`src/rtl/program_counter.sv`:
```
// Program counter register: holds the current fetch address and loads the
// externally computed next PC on every rising clock edge.
module program_counter #(
  parameter int          N            = 64,
  parameter logic [N-1:0] RESET_VECTOR = '0
) (
  input  logic         clk,
  input  logic         rst,
  input  logic [N-1:0] PC_in,
  output logic [N-1:0] PC_out
);

  logic [N-1:0] pc_reg;

  // rst is active-low and only takes effect at the clock edge; no enable, so
  // the register updates every cycle.
  always_ff @(posedge clk) begin
    if (!rst) begin
      pc_reg <= RESET_VECTOR;
    end else begin
      pc_reg <= PC_in;
    end
  end

  assign PC_out = pc_reg;

endmodule

```
`config.mk`:
```
export PLATFORM = sky130hd
export DESIGN_NAME = program_counter
export DESIGN_NICKNAME = d
export VERILOG_FILES = /design/src/rtl/program_counter.sv
export SDC_FILE = /design/constraint.sdc
export NUM_CORES = 1
export LEC_CHECK = 0
export CAP_MARGIN = 20
export CORE_AREA = 3 3 76 78
export CTS_CLUSTER_SIZE = 24
export DETAILED_ROUTE_END_ITERATION = 6
export DIE_AREA = 0 0 79 81
export PLACE_DENSITY = 0.92
export SETUP_SLACK_MARGIN = 0.15
export SYNTH_ARGS = -nofsm -noshare
export SYNTH_HDL_FRONTEND = slang
export SYNTH_SLANG_ARGS = --single-unit
```
`constraint.sdc`:
```
create_clock -name clk -period 0.8 [get_ports clk]
set_input_delay 0.08 -clock clk [delete_from_list [all_inputs] [get_ports clk]]
set_output_delay 0.08 -clock clk [all_outputs]
set_load 0.05 [all_outputs]
```
==> flow_summary.ini <==
[run_status]
status = complete, but fails checks
violations = negative setup slack

[sta]
rsz0062_at_grt = true
hold_violations = 0
max_clock_freq_mhz = 1100
holdWs_ns = 0.214
min_period_ns = 0.907
setup_tns_ns = -5.29
final_max_slew_viol_count = 0
tightest_slew_ns = 0.118
setup_viol = 64
setup_ws_ns = -0.107
finalCritPeriodShare_pct = 113
max_slew_margin_pct = 92.1

[clock_network]
path_clk_slew_ns = 0.07
postCtsSetupRepairBufs = 0
holdBufCountCts = 0
h-tree-depth = 3
tritoncts = built
clock-sinks = 64
cts-root-buf = clkbuf_8
clockBufferDepth = 2
cts_inserted_buffers = 9

[drt]
wire_per_inst_um = 14.7
drtPass1Iterations = 4
vias = 1398
totalWireLength_um = 5060
drt_iter0_drc = 32
drc = 0
drtAntennaViolNets = 0
vias_per_cell = 4.05

[worst_setup_path]
cpMaxStageDelayCell = dfxtp_2
crit_type = reg2out
critical-path-top-delay-family = flip-flops
cp-start-kind = register
critPathBufInv = 1
cpPeakStageDelay_ns = 0.36
crit_chain = buf_12
cp-end-kind = output pin
required_ns = 0.72
critPathMaxFanout = 1
crit_arrival_ns = 0.83

[floorplanning]
initial_core_util_pct = 34.9
io_pins = 130
die_w_um = 79
die_area_um2 = 6400
core_area_um2 = 5140
std_cell_rows = 26
die_h_um = 81

[power_and_ir_drop]
seqPwrFrac_pct = 44.9
pwr-share-comb_pct = 23.2
vdd_ir_drop_max_uv = 1230
p_clk_share_pct = 32.0
power.density_nw_per_um2 = 1930
leakage_nw = 1.69
p_sw_share_pct = 26.4
switchingPower_mw = 2.08
p_int_mw = 5.81

[global_route]
antenna_found_initial = 0
grtUsageTotal_pct = 16.9
grt_max_degree = 37
grt_remaining_overflow = 0
grt_first_pass_wirelength_um = 7910
grt_pass1_vias = 1514

[finish]
nets = 336
layout.cells.non_filler = 345
multi_input_area_um2 = 480
syn2layout_area_growth_pct = 128
seqCellArea_um2 = 1360
layout_commonest_cell = buf_12
antenna_cells = 0
fillers = 289
drive_above_1_share_pct = 76.0
final_cell_mix = buf_12, dfxtp_2, and2_2, clkdlybuf4s50_1, clkbuf_8
largest_reg_flops = 64
post-route-util_pct = 79.4

[run]
cap_violations = 0

[place]
gp_congestion = 0.682
port-buffer-count = 129
place_inst = 329

[yosys]
syn_inst = 134
yosysWarnings = 0
ys_types = 3
syn_nets = 200
netlist_area_um2 = 1790
ys_ff_latch = 64
yosysSeqAreaShare_pct = 71.5
synth.avg_cell_area_um2 = 13.4

[hold_path]
hp-class = in2reg
-- Yosys cell counts --
cell / instances / area share (%)
dfxtp_1: 64 / 72
and2_2: 64 / 27
clkbuf_2: 6 / 1.7
-- metrics by stage --
step                      worst slack, ns  instance area [um2]  total power, mW
after floorplan                     0.266                 1870             4.29
after global placement            0.00124                 3900             5.41
after detailed placement          -0.0256                 3900             5.46
after CTS                          -0.122                 4080             8.01
after global routing               -0.137                 4080             8.20
final                              -0.107                 4080             7.90
-- path summary, 6_finish.rpt --
| check | slack [ns] | endpoint | depth (start not counted) | startpoint |
|---|---|---|---|---|
| setup / recovery | -0.11 | PC_out[31] | 1 | PC_out[31] |
| hold / removal | 0.21 | PC_out[14] | 3 | rst |
-- repair_timing --
action,4_1_cts,5_1_grt
setup endpoints to repair,64,64
resized for setup,0,0
cloned,0,0
pin swaps,0,0
-- power by group through the flow --
stage	registers, mW	clock network [mW]	logic [mW]
finish	3.54	2.52	1.83
global route	3.56	2.75	1.90
detailed placement	3.62	0	1.85
CTS	3.55	2.62	1.85
global placement	3.60	0	1.80
floorplan	4.12	0	0.163
-- routing by layer --
metal | wire (um) | GRT usage (%) | vias to the layer above
met5 | 0 | 0 | -
met4 | 85 | 7.73 | 0
li1 | - | - | 674
met1 | 1830 | 16.7 | 617
met2 | 2450 | 28.5 | 97
met3 | 697 | 10.2 | 10
-- area by class of cell --
class                           count  share of cell area, %
Timing Repair Buffer              131                   48.2
Sequential cell                    64                   33.4
Multi-Input combinational cell     64                   11.8
Clock buffer                       14                   4.23
Tap cell                           70                   2.15
Clock inverter                      2                  0.307
-- cell families (layout without fill, tap and decap cells) --
group | Yosys count | after routing | synth area share (%)
flops | 64 | 64 | 71.5
simple gates | 64 | 64 | 26.8
buf+inv | 6 | 147 | 1.68
Note: power is estimated with default switching activity, not from simulation.
